==> config.mk <==
export PLATFORM = sky130hd
export DESIGN_NAME = pipeline_hazard_scheduler_flat
export DESIGN_NICKNAME = d
export VERILOG_FILES = /design/src/rtl/pipeline_hazard_scheduler_if.sv /design/src/rtl/pipeline_hazard_scheduler.sv /design/src/flat_wrapper.sv
export SDC_FILE = /design/constraint.sdc
export NUM_CORES = 1
export LEC_CHECK = 0
export CAP_MARGIN = 10
export CORE_AREA = 2 2 97 99
export CTS_CLUSTER_DIAMETER = 50
export DETAILED_ROUTE_END_ITERATION = 10
export DIE_AREA = 0 0 99 101
export HOLD_SLACK_MARGIN = 0.02
export PLACE_DENSITY_LB_ADDON = 0.25
export SLEW_MARGIN = 20
export SYNTH_ARGS = -nofsm -noshare
export SYNTH_HDL_FRONTEND = slang
export SYNTH_SLANG_ARGS = --single-unit
==> constraint.sdc <==
create_clock -name clk -period 4 [get_ports clk]
set_clock_uncertainty 0.15 [all_clocks]
set_input_delay 0.8 -clock clk [delete_from_list [all_inputs] [get_ports clk]]
set_output_delay 0.8 -clock clk [all_outputs]
set_load 0.01 [all_outputs]
==> src/rtl/pipeline_hazard_scheduler_if.sv <==
// Decode-stage handshake between the ID stage (master) and the hazard/flush scheduler (slave).
interface pipeline_hazard_scheduler_if #(
    parameter int CNT_W = 16
);
    logic [31:0]      IR;
    logic             id_valid;
    logic             ex_redirect;
    logic             stall;
    logic             bubble;
    logic             flush_if;
    logic             issue;
    logic [1:0]       state;
    logic [CNT_W-1:0] stall_cycles;

    modport master (
        output IR, id_valid, ex_redirect,
        input  stall, bubble, flush_if, issue, state, stall_cycles
    );

    modport slave (
        input  IR, id_valid, ex_redirect,
        output stall, bubble, flush_if, issue, state, stall_cycles
    );
endinterface

==> src/rtl/pipeline_hazard_scheduler.sv <==
// Issue scheduler beside decode: scoreboards pending write-backs, stalls on RAW hazards
// (no forwarding) and sequences the IF/ID flush after a redirect resolves in EX.
module pipeline_hazard_scheduler #(
    parameter int WB_LAT    = 3,
    parameter int FLUSH_CYC = 2,
    parameter int CNT_W     = 16
) (
    input logic                        clk,
    input logic                        rst,
    pipeline_hazard_scheduler_if.slave bus
);
    localparam int SB_W = $clog2(WB_LAT + 1);
    localparam int FL_W = (FLUSH_CYC > 1) ? $clog2(FLUSH_CYC) : 1;

    localparam logic [SB_W-1:0]  SB_LOAD = SB_W'(WB_LAT);
    localparam logic [SB_W-1:0]  SB_ZERO = {SB_W{1'b0}};
    localparam logic [FL_W-1:0]  FL_LOAD = FL_W'(FLUSH_CYC - 1);
    localparam logic [FL_W-1:0]  FL_ZERO = {FL_W{1'b0}};
    localparam logic [FL_W-1:0]  FL_ONE  = FL_W'(1);
    localparam logic [CNT_W-1:0] SC_MAX  = {CNT_W{1'b1}};

    typedef enum logic [1:0] {
        ST_RUN      = 2'd0,
        ST_HAZARD   = 2'd1,
        ST_REDIRECT = 2'd2
    } state_t;

    typedef struct packed {
        logic       use_rs;
        logic       use_rt;
        logic [4:0] dest;
    } dec_t;

    // A zero dest means "no write-back"; $0 is never tracked.
    function automatic dec_t decode(input logic [31:0] ir);
        dec_t d;
        d.use_rs = 1'b0;
        d.use_rt = 1'b0;
        d.dest   = 5'd0;
        case (ir[31:26])
            6'd0: begin
                case (ir[5:0])
                    6'd32, 6'd34, 6'd42: begin
                        d.use_rs = 1'b1;
                        d.use_rt = 1'b1;
                        d.dest   = ir[15:11];
                    end
                    default: d.dest = 5'd0;
                endcase
            end
            6'd35: begin
                d.use_rs = 1'b1;
                d.dest   = ir[20:16];
            end
            6'd43, 6'd4, 6'd5: begin
                d.use_rs = 1'b1;
                d.use_rt = 1'b1;
            end
            default: d.dest = 5'd0;
        endcase
        return d;
    endfunction

    state_t           state_r;
    state_t           state_nx_s;
    logic [FL_W-1:0]  flush_cnt_r;
    logic [FL_W-1:0]  flush_cnt_nx_s;
    logic [SB_W-1:0]  sb_cnt_r [32];
    logic [CNT_W-1:0] stall_cycles_r;

    dec_t       dec_s;
    logic [4:0] rs_s;
    logic [4:0] rt_s;
    logic       rs_busy_s;
    logic       rt_busy_s;
    logic       hazard_s;
    logic       stall_s;
    logic       bubble_s;
    logic       flush_s;
    logic       issue_s;
    logic       count_s;

    assign dec_s     = decode(bus.IR);
    assign rs_s      = bus.IR[25:21];
    assign rt_s      = bus.IR[20:16];
    assign rs_busy_s = dec_s.use_rs && (rs_s != 5'd0) && (sb_cnt_r[rs_s] != SB_ZERO);
    assign rt_busy_s = dec_s.use_rt && (rt_s != 5'd0) && (sb_cnt_r[rt_s] != SB_ZERO);
    assign hazard_s  = bus.id_valid && (rs_busy_s || rt_busy_s);

    // FSM state register and flush-window counter
    always_ff @(posedge clk or posedge rst) begin
        if (rst) begin
            state_r     <= ST_RUN;
            flush_cnt_r <= FL_ZERO;
        end else begin
            state_r     <= state_nx_s;
            flush_cnt_r <= flush_cnt_nx_s;
        end
    end

    // Next-state logic: a redirect always wins and (re)opens the flush window
    always_comb begin
        state_nx_s     = state_r;
        flush_cnt_nx_s = flush_cnt_r;
        case (state_r)
            ST_RUN, ST_HAZARD: begin
                if (bus.ex_redirect) begin
                    state_nx_s     = (FLUSH_CYC > 1) ? ST_REDIRECT : ST_RUN;
                    flush_cnt_nx_s = FL_LOAD;
                end else if (hazard_s) begin
                    state_nx_s     = ST_HAZARD;
                    flush_cnt_nx_s = FL_ZERO;
                end else begin
                    state_nx_s     = ST_RUN;
                    flush_cnt_nx_s = FL_ZERO;
                end
            end
            ST_REDIRECT: begin
                if (bus.ex_redirect) begin
                    state_nx_s     = (FLUSH_CYC > 1) ? ST_REDIRECT : ST_RUN;
                    flush_cnt_nx_s = FL_LOAD;
                end else if (flush_cnt_r <= FL_ONE) begin
                    state_nx_s     = ST_RUN;
                    flush_cnt_nx_s = FL_ZERO;
                end else begin
                    state_nx_s     = ST_REDIRECT;
                    flush_cnt_nx_s = flush_cnt_r - FL_ONE;
                end
            end
            default: begin
                state_nx_s     = ST_RUN;
                flush_cnt_nx_s = FL_ZERO;
            end
        endcase
    end

    // Output decode from current state and live decode inputs
    always_comb begin
        stall_s  = 1'b0;
        bubble_s = 1'b1;
        flush_s  = 1'b0;
        issue_s  = 1'b0;
        count_s  = 1'b0;
        case (state_r)
            ST_RUN, ST_HAZARD: begin
                if (bus.ex_redirect) begin
                    flush_s = 1'b1;
                end else if (hazard_s) begin
                    stall_s = 1'b1;
                    count_s = 1'b1;
                end else begin
                    issue_s  = bus.id_valid;
                    bubble_s = ~bus.id_valid;
                end
            end
            ST_REDIRECT: begin
                flush_s = 1'b1;
            end
            default: begin
                flush_s = 1'b0;
            end
        endcase
    end

    // Pending write-back countdown per register; a fresh issue overrides the decrement
    always_ff @(posedge clk or posedge rst) begin
        if (rst) begin
            for (int i = 0; i < 32; i++) begin
                sb_cnt_r[i] <= SB_ZERO;
            end
        end else begin
            sb_cnt_r[0] <= SB_ZERO;
            for (int i = 1; i < 32; i++) begin
                if (issue_s && (dec_s.dest == 5'(i))) begin
                    sb_cnt_r[i] <= SB_LOAD;
                end else if (sb_cnt_r[i] != SB_ZERO) begin
                    sb_cnt_r[i] <= sb_cnt_r[i] - SB_W'(1);
                end else begin
                    sb_cnt_r[i] <= sb_cnt_r[i];
                end
            end
        end
    end

    // Saturating hazard-stall performance counter
    always_ff @(posedge clk or posedge rst) begin
        if (rst) begin
            stall_cycles_r <= {CNT_W{1'b0}};
        end else if (count_s && (stall_cycles_r != SC_MAX)) begin
            stall_cycles_r <= stall_cycles_r + CNT_W'(1);
        end else begin
            stall_cycles_r <= stall_cycles_r;
        end
    end

    assign bus.stall        = stall_s;
    assign bus.bubble       = bubble_s;
    assign bus.flush_if     = flush_s;
    assign bus.issue        = issue_s;
    assign bus.state        = state_r;
    assign bus.stall_cycles = stall_cycles_r;
endmodule

==> src/flat_wrapper.sv <==
// flat-port wrapper written by rule: the top's interface ports become plain ports
module pipeline_hazard_scheduler_flat 
#(
    parameter int WB_LAT    = 3,
    parameter int FLUSH_CYC = 2,
    parameter int CNT_W     = 16
)
  (clk, rst, bus_IR, bus_id_valid, bus_ex_redirect, bus_stall, bus_bubble, bus_flush_if, bus_issue, bus_state, bus_stall_cycles);
  pipeline_hazard_scheduler_if #(.CNT_W(CNT_W)) bus_i ();
  input logic clk;
  input logic rst;
  input wire logic [$bits(bus_i.IR)-1:0] bus_IR;
  input wire logic [$bits(bus_i.id_valid)-1:0] bus_id_valid;
  input wire logic [$bits(bus_i.ex_redirect)-1:0] bus_ex_redirect;
  output wire logic [$bits(bus_i.stall)-1:0] bus_stall;
  output wire logic [$bits(bus_i.bubble)-1:0] bus_bubble;
  output wire logic [$bits(bus_i.flush_if)-1:0] bus_flush_if;
  output wire logic [$bits(bus_i.issue)-1:0] bus_issue;
  output wire logic [$bits(bus_i.state)-1:0] bus_state;
  output wire logic [$bits(bus_i.stall_cycles)-1:0] bus_stall_cycles;
  assign bus_i.IR = bus_IR;
  assign bus_i.id_valid = bus_id_valid;
  assign bus_i.ex_redirect = bus_ex_redirect;
  assign bus_stall = bus_i.stall;
  assign bus_bubble = bus_i.bubble;
  assign bus_flush_if = bus_i.flush_if;
  assign bus_issue = bus_i.issue;
  assign bus_state = bus_i.state;
  assign bus_stall_cycles = bus_i.stall_cycles;
  pipeline_hazard_scheduler #(.WB_LAT(WB_LAT), .FLUSH_CYC(FLUSH_CYC), .CNT_W(CNT_W)) u_core (.clk(clk), .rst(rst), .bus(bus_i));
endmodule
=== Word level (Yosys, flattened, before mapping) ===
Index checks and enable logic that the tools add are counted.
Widths: inputs -> output; s select.

* Register bits after elaboration: 81
* Input port bits: 36
* Output and inout port bits: 22
* Logic and storage cells: 316

* $add $sub $neg: 33
* $lt $le $gt $ge: 3
* Equal/unequal tests: 41
* Multiplexer cells: 92
* Bitwise operators: 3
* Reduce and logical (&&, ||, !) cells: 110

{| class="wikitable"
|+ Operator list
! operator !! count
|-
| $mux 2 || 70
|-
| $reduce_bool 2->1 || 64
|-
| $eq 5x5->1 const B || 16
|-
| $sub 2x1->2 const B || 31
|-
| $eq 5x4->1 const B || 8
|-
| $logic_and 1x1->1 || 37
|-
| $eq 6x6->1 const B || 5
|-
| $bmux 2 s5 || 2
|-
| $eq 5x3->1 const B || 4
|-
| $add 16x1->16 const B || 1
|-
| $ne 16x16->1 const B || 1
|-
| $mux 1 || 13
|-
| $eq 6x3->1 const B || 2
|-
| $ge 6x6->1 const B || 2
|-
| $not 5->6 || 2
|-
| $eq 5x2->1 const B || 2
|-
| $pmux 5 s2 || 1
|-
| $reduce_bool 5->1 || 2
|-
| $pmux 1 s2 || 4
|-
| $logic_not 6->1 || 1
|-
| $reduce_or 3->1 || 2
|-
| $eq 5x1->1 const B || 1
|-
| $mux 5 || 1
|-
| $pmux 2 s2 || 1
|-
| other kinds (9) || 9
|}

=== Logic depth before layout (Yosys ltp) ===
* Word-level depth: 13
* Depth in mapped cells: 11

=== Least setup slack after synthesis ===
Ideal clock, no wire load.

* Path kind: input -> output
* Start: input bus_IR[22]
* End: output bus_stall
* Arrival: 2.675 ns
* Required time: 3.050 ns
* Setup slack: 0.375 ns
* Stages: 9
* Buffers on the path: 2
* Cells stage by stage: inv_2 > mux4_2 > nor3b_1 > nor4_1 > nor3b_1 > a211o_1 > buf_2 > buf_2 > nor2b_1

* Cells in the longest elaborated chain, start to end: 11
* Elaborated cells between the ends (all ways): 13
* Classes of those cells: 6 x mux; 1 x bitwise; 6 x reduce/logical

{| class="wikitable"
|+ RTL lines
! item !! line !! text
|-
| start, declared || flat_wrapper.sv:12 || <nowiki>input wire logic [$bits(bus_i.IR)-1:0] bus_IR;</nowiki>
|-
| $not 5->6 (not written as such) || pipeline_hazard_scheduler.sv:86 || <nowiki>assign rs_busy_s = dec_s.use_rs && (rs_s != 5'd0) && (sb_cnt_r[rs_s] != SB_ZERO);</nowiki>
|-
| $bmux 2 s5 || pipeline_hazard_scheduler.sv:86 ||
|-
| $mux 2 (not written as such) (2 in a row) || pipeline_hazard_scheduler.sv:86 ||
|-
| $reduce_bool 2->1 || pipeline_hazard_scheduler.sv:86 ||
|-
| $logic_and 1x1->1 (*) || pipeline_hazard_scheduler.sv:86 ||
|-
| $logic_or 1x1->1 (*) || pipeline_hazard_scheduler.sv:88 || <nowiki>assign hazard_s = bus.id_valid && (rs_busy_s || rt_busy_s);</nowiki>
|-
| $logic_and 1x1->1 (*) || pipeline_hazard_scheduler.sv:88 ||
|-
| $mux 1 (*) || pipeline_hazard_scheduler.sv:148 || <nowiki>end else if (hazard_s) begin</nowiki>
|-
| $mux 1 (*) || pipeline_hazard_scheduler.sv:146 || <nowiki>if (bus.ex_redirect) begin</nowiki>
|-
| $mux 1 (*) || pipeline_hazard_scheduler.sv:144 || <nowiki>case (state_r)</nowiki>
|-
| end, declared || flat_wrapper.sv:15 || <nowiki>output wire logic [$bits(bus_i.stall)-1:0] bus_stall;</nowiki>
|}

Mark *: on every way between the ends. The rest lies on a longest branch, timed or not. The select of a mux whose other input is x is not followed.

=== Worst setup path in the final report ===
* Start: input bus_IR[28]
* End: output bus_stall

* Cells in the longest elaborated chain, start to end: 10
* Elaborated cells between the ends (all ways): 18
* Classes of those cells: 4 x eq/ne; 5 x mux; 9 x reduce/logical

{| class="wikitable"
|+ RTL lines
! item !! line !! text
|-
| $eq 6x6->1 or $eq 6x3->1 (tied branches) || pipeline_hazard_scheduler.sv:40 || <nowiki>case (ir[31:26])</nowiki>
|-
| $reduce_or 4->1 (no line) or $reduce_or 3->1 (tied branches) || n/a ||
|-
| $pmux 1 s2 || pipeline_hazard_scheduler.sv:40 ||
|-
| $logic_and 1x1->1 (on tied branches) (2 in a row) || pipeline_hazard_scheduler.sv:86, pipeline_hazard_scheduler.sv:87 ||
|-
| $logic_or 1x1->1 (*) || pipeline_hazard_scheduler.sv:88 ||
|-
| $logic_and 1x1->1 (*) || pipeline_hazard_scheduler.sv:88 ||
|-
| $mux 1 (*) || pipeline_hazard_scheduler.sv:148 ||
|-
| $mux 1 (*) || pipeline_hazard_scheduler.sv:146 ||
|-
| $mux 1 (*) || pipeline_hazard_scheduler.sv:144 ||
|}

Mark *: on every way between the ends. The rest lies on a longest branch, timed or not.

==> results.ini <==
[clocking]
cts_made_buffers = 9
clock_path_buffers = 2
cts-htree-levels = 3
clkSinkCount = 80
cts_hold_buf = 0
cts_tree = yes
clk-insertion-delay-late_ns = 0.37
root_buffer_cell = sky130_fd_sc_hd__clkbuf_8
clk_transition_reported_paths_ns = 0.10

[routing]
routed_length_per_placed_instance_um = 16.1
drt_first_iter_violations = 320
vias_per_cell = 5.73
detail_route.drc_violations = 0
final_antenna_net_count = 0
totalWireLength_um = 11900
vias = 4259
first_pass_iters = 5

[finish]
synthToLayoutAreaGrowth_pct = 21.8
multiInputGateArea_um2 = 2740
finish.instance_area_um2 = 6120
drive_gt1_frac = 0.150
filler_cell_count = 735
mostFrequentLayoutCell = sky130_fd_sc_hd__dfrtp_1
most_frequent_cells_in_the_layout = sky130_fd_sc_hd__dfrtp_1, sky130_fd_sc_hd__inv_1, sky130_fd_sc_hd__o21ai_0, sky130_fd_sc_hd__nor2_1, sky130_fd_sc_hd__clkdlybuf4s50_1
net_count_final = 695
regArea_um2 = 2000
final-instance-count-excl-fill = 743
diodes = 0

[setup_path]
highest_net_fanout_along_the_worst_path = 4
worstPathArrival_ns = 3.02
worst_reg_to_reg_path_cell_count = 9
worstSetupPathType = in -> out
timing.critical_path.to_type = output pin
start_kind = primary input
critical_path_required_ns = 3.05

[yosys]
syn_avg_cell_area_um2 = 9.12
ys_ff_latch = 80
seq_area_frac_synth = 0.398
synth_edf_count = 0
syn-cell-area_um2 = 5030
syn_inst = 551
postSynthNetCount = 619
yosys_warnings = 0
ys.flop_type = sky130_fd_sc_hd__dfrtp_1
unique_cell_type_count_in_the_yosys_netlist = 51
async_set_or_reset_flop_fraction_in_the_synthesized_netlist = 1.00

[floorplan]
core-area_um2 = 8980
boundaryPins = 58
die_height_um = 101
total_die_area_um2 = 10000
core.rowCount = 35
floorplan.initialDensity = 0.560
dieWidth_um = 99

[sta]
report.final.slew_viol_count = 0
tightestPinTransition_ns = 0.817
setup_violations = 0
report.final.hold_viol_count = 0
timing.max_slew.rel_slack = 0.454
max_clock_freq_mhz = 252
period_needed_ns = 3.97
post-route-worst-setup-slack_ns = 0.0252
hold_ws_ns = 0.335
final.period_utilization = 0.994
fin_setup_tns_ns = 0

[placement]
gp_congestion = 0.949
cell_area_after_placement_um2 = 5820
place.detailed.hpwl_um = 9080
numPlacedInstances = 725
count_of_buffers_inserted_at_the_top_level_ports = 52
place_worst_setup_slack_ns = -0.576

[global_routing]
grt.overflow.total = 0
grtUsageTotal = 0.246
antenna_found_initial = 0
vias_in_the_first_global_route = 4148
grt_pass1_wl_um = 19500
pin_count_of_the_biggest_net_entering_global_routing = 61

[pwr]
static-leakage-power_nw = 2.71
worst_ir_drop_vdd_mv = 0.277
power_density_relative_to_cell_area_nw_per_um2 = 541

[min_path]
timing.hold.worst_path_depth = 1
hp-class = reg -> reg

[run]
max-cap-violations = 0

[outcome]
outcome = complete, no violations

-- what timing repair did --
action	in CTS	in global routing
pin swaps	6	3
cloned	0	1
hold endpoints to repair	0	0
endpoints found under the setup margin	3	3
gates resized for setup	21	8
setup buffers	1	0
-- cell usage after synthesis, drive strengths merged (7+ instances only) --
library cell  instances  share of area
a211oi               13          0.019
a21oi                15          0.015
buf                  11          0.012
clkbuf                7         0.0052
dfrtp                80           0.40
ha                   32          0.080
inv                  71          0.053
mux2                 22          0.049
mux4                  7          0.031
nand2                25          0.019
nand2b                8          0.010
nand3                13          0.013
nor2                 53          0.040
nor3                 21          0.021
o21ai                69          0.069
xnor2                14          0.024
xor2                 31          0.054
-- registers in the layout (all words and copies together), names as in the netlist --
signal / count
u_core.sb_cnt_r: 62
u_core.bus.state: 1
u_core.bus.stall_cycles: 16
u_core.flush_cnt_r: 1
-- metal layers --
| layer | GRT usage | routed length, um |
|---|---|---|
| met3 | 0.0534 | 685 |
| met1 | 0.329 | 5200 |
| met4 | 0.0674 | 200 |
| met2 | 0.408 | 5860 |
| met5 | 0 | 0 |
-- where the power goes --
part	total [mW]	switching, mW	internal, mW
clock network	0.672	0.317	0.355
logic	1.35	0.665	0.681
registers	1.29	0.220	1.07
-- stage by stage --
stage	util	total power [mW]
5_1_grt	0.682	3.59
4_1_cts	0.677	3.32
6_report	0.682	3.31
2_1_floorplan	-	2.28
3_5_place_dp	0.648	2.64
3_3_place_gp	0.648	2.50
-- worst max-delay path: stages --
cell                              delay, ns
sky130_fd_sc_hd__clkdlybuf4s50_1       0.47
sky130_fd_sc_hd__nor4b_2               0.35
sky130_fd_sc_hd__o2111a_1              0.26
sky130_fd_sc_hd__buf_4                 0.13
sky130_fd_sc_hd__o32ai_2               0.07
sky130_fd_sc_hd__a211oi_1              0.25
sky130_fd_sc_hd__a211o_1               0.26
sky130_fd_sc_hd__nor2b_4               0.19
sky130_fd_sc_hd__clkdlybuf4s15_2       0.24
-- worst paths after layout --
check | startpoint | endpoint | slack (ns)
worst max register to register | u_core.sb_cnt_r[8]$_DFFE_PP0P_ | u_core.sb_cnt_r[56]$_DFFE_PP0P_ | 1.04
min in group asynchronous | rst | u_core.sb_cnt_r[49]$_DFFE_PP0P_ | 0.77
worst min register to register | u_core.bus.state[0]$_DFF_PP0_ | u_core.flush_cnt_r$_DFF_PP0_ | 0.33
worst max-delay path | bus_IR[28] | bus_stall | 0.03
max in group asynchronous | rst | u_core.sb_cnt_r[14]$_DFFE_PP0P_ | 2.21
worst min-delay path | u_core.bus.state[0]$_DFF_PP0_ | u_core.flush_cnt_r$_DFF_PP0_ | 0.33
-- area by class of cell --
type	instances	share of cell area
Inverter	71	0.0439
Sequential cell	80	0.327
Multi-Input combinational cell	382	0.447
Tap cell	111	0.0227
Timing Repair Buffer	83	0.123
Clock inverter	6	0.0151
Clock buffer	10	0.0208
-- cell families after synthesis --
logic type	share of synthesized area
xor+xnor	0.0784
compound gates	0.136
mux	0.0826
simple gates	0.155
flops	0.398
buf+inv	0.0700
fa+ha+maj	0.0797
No activity file was read; power rests on OpenSTA's default activity.
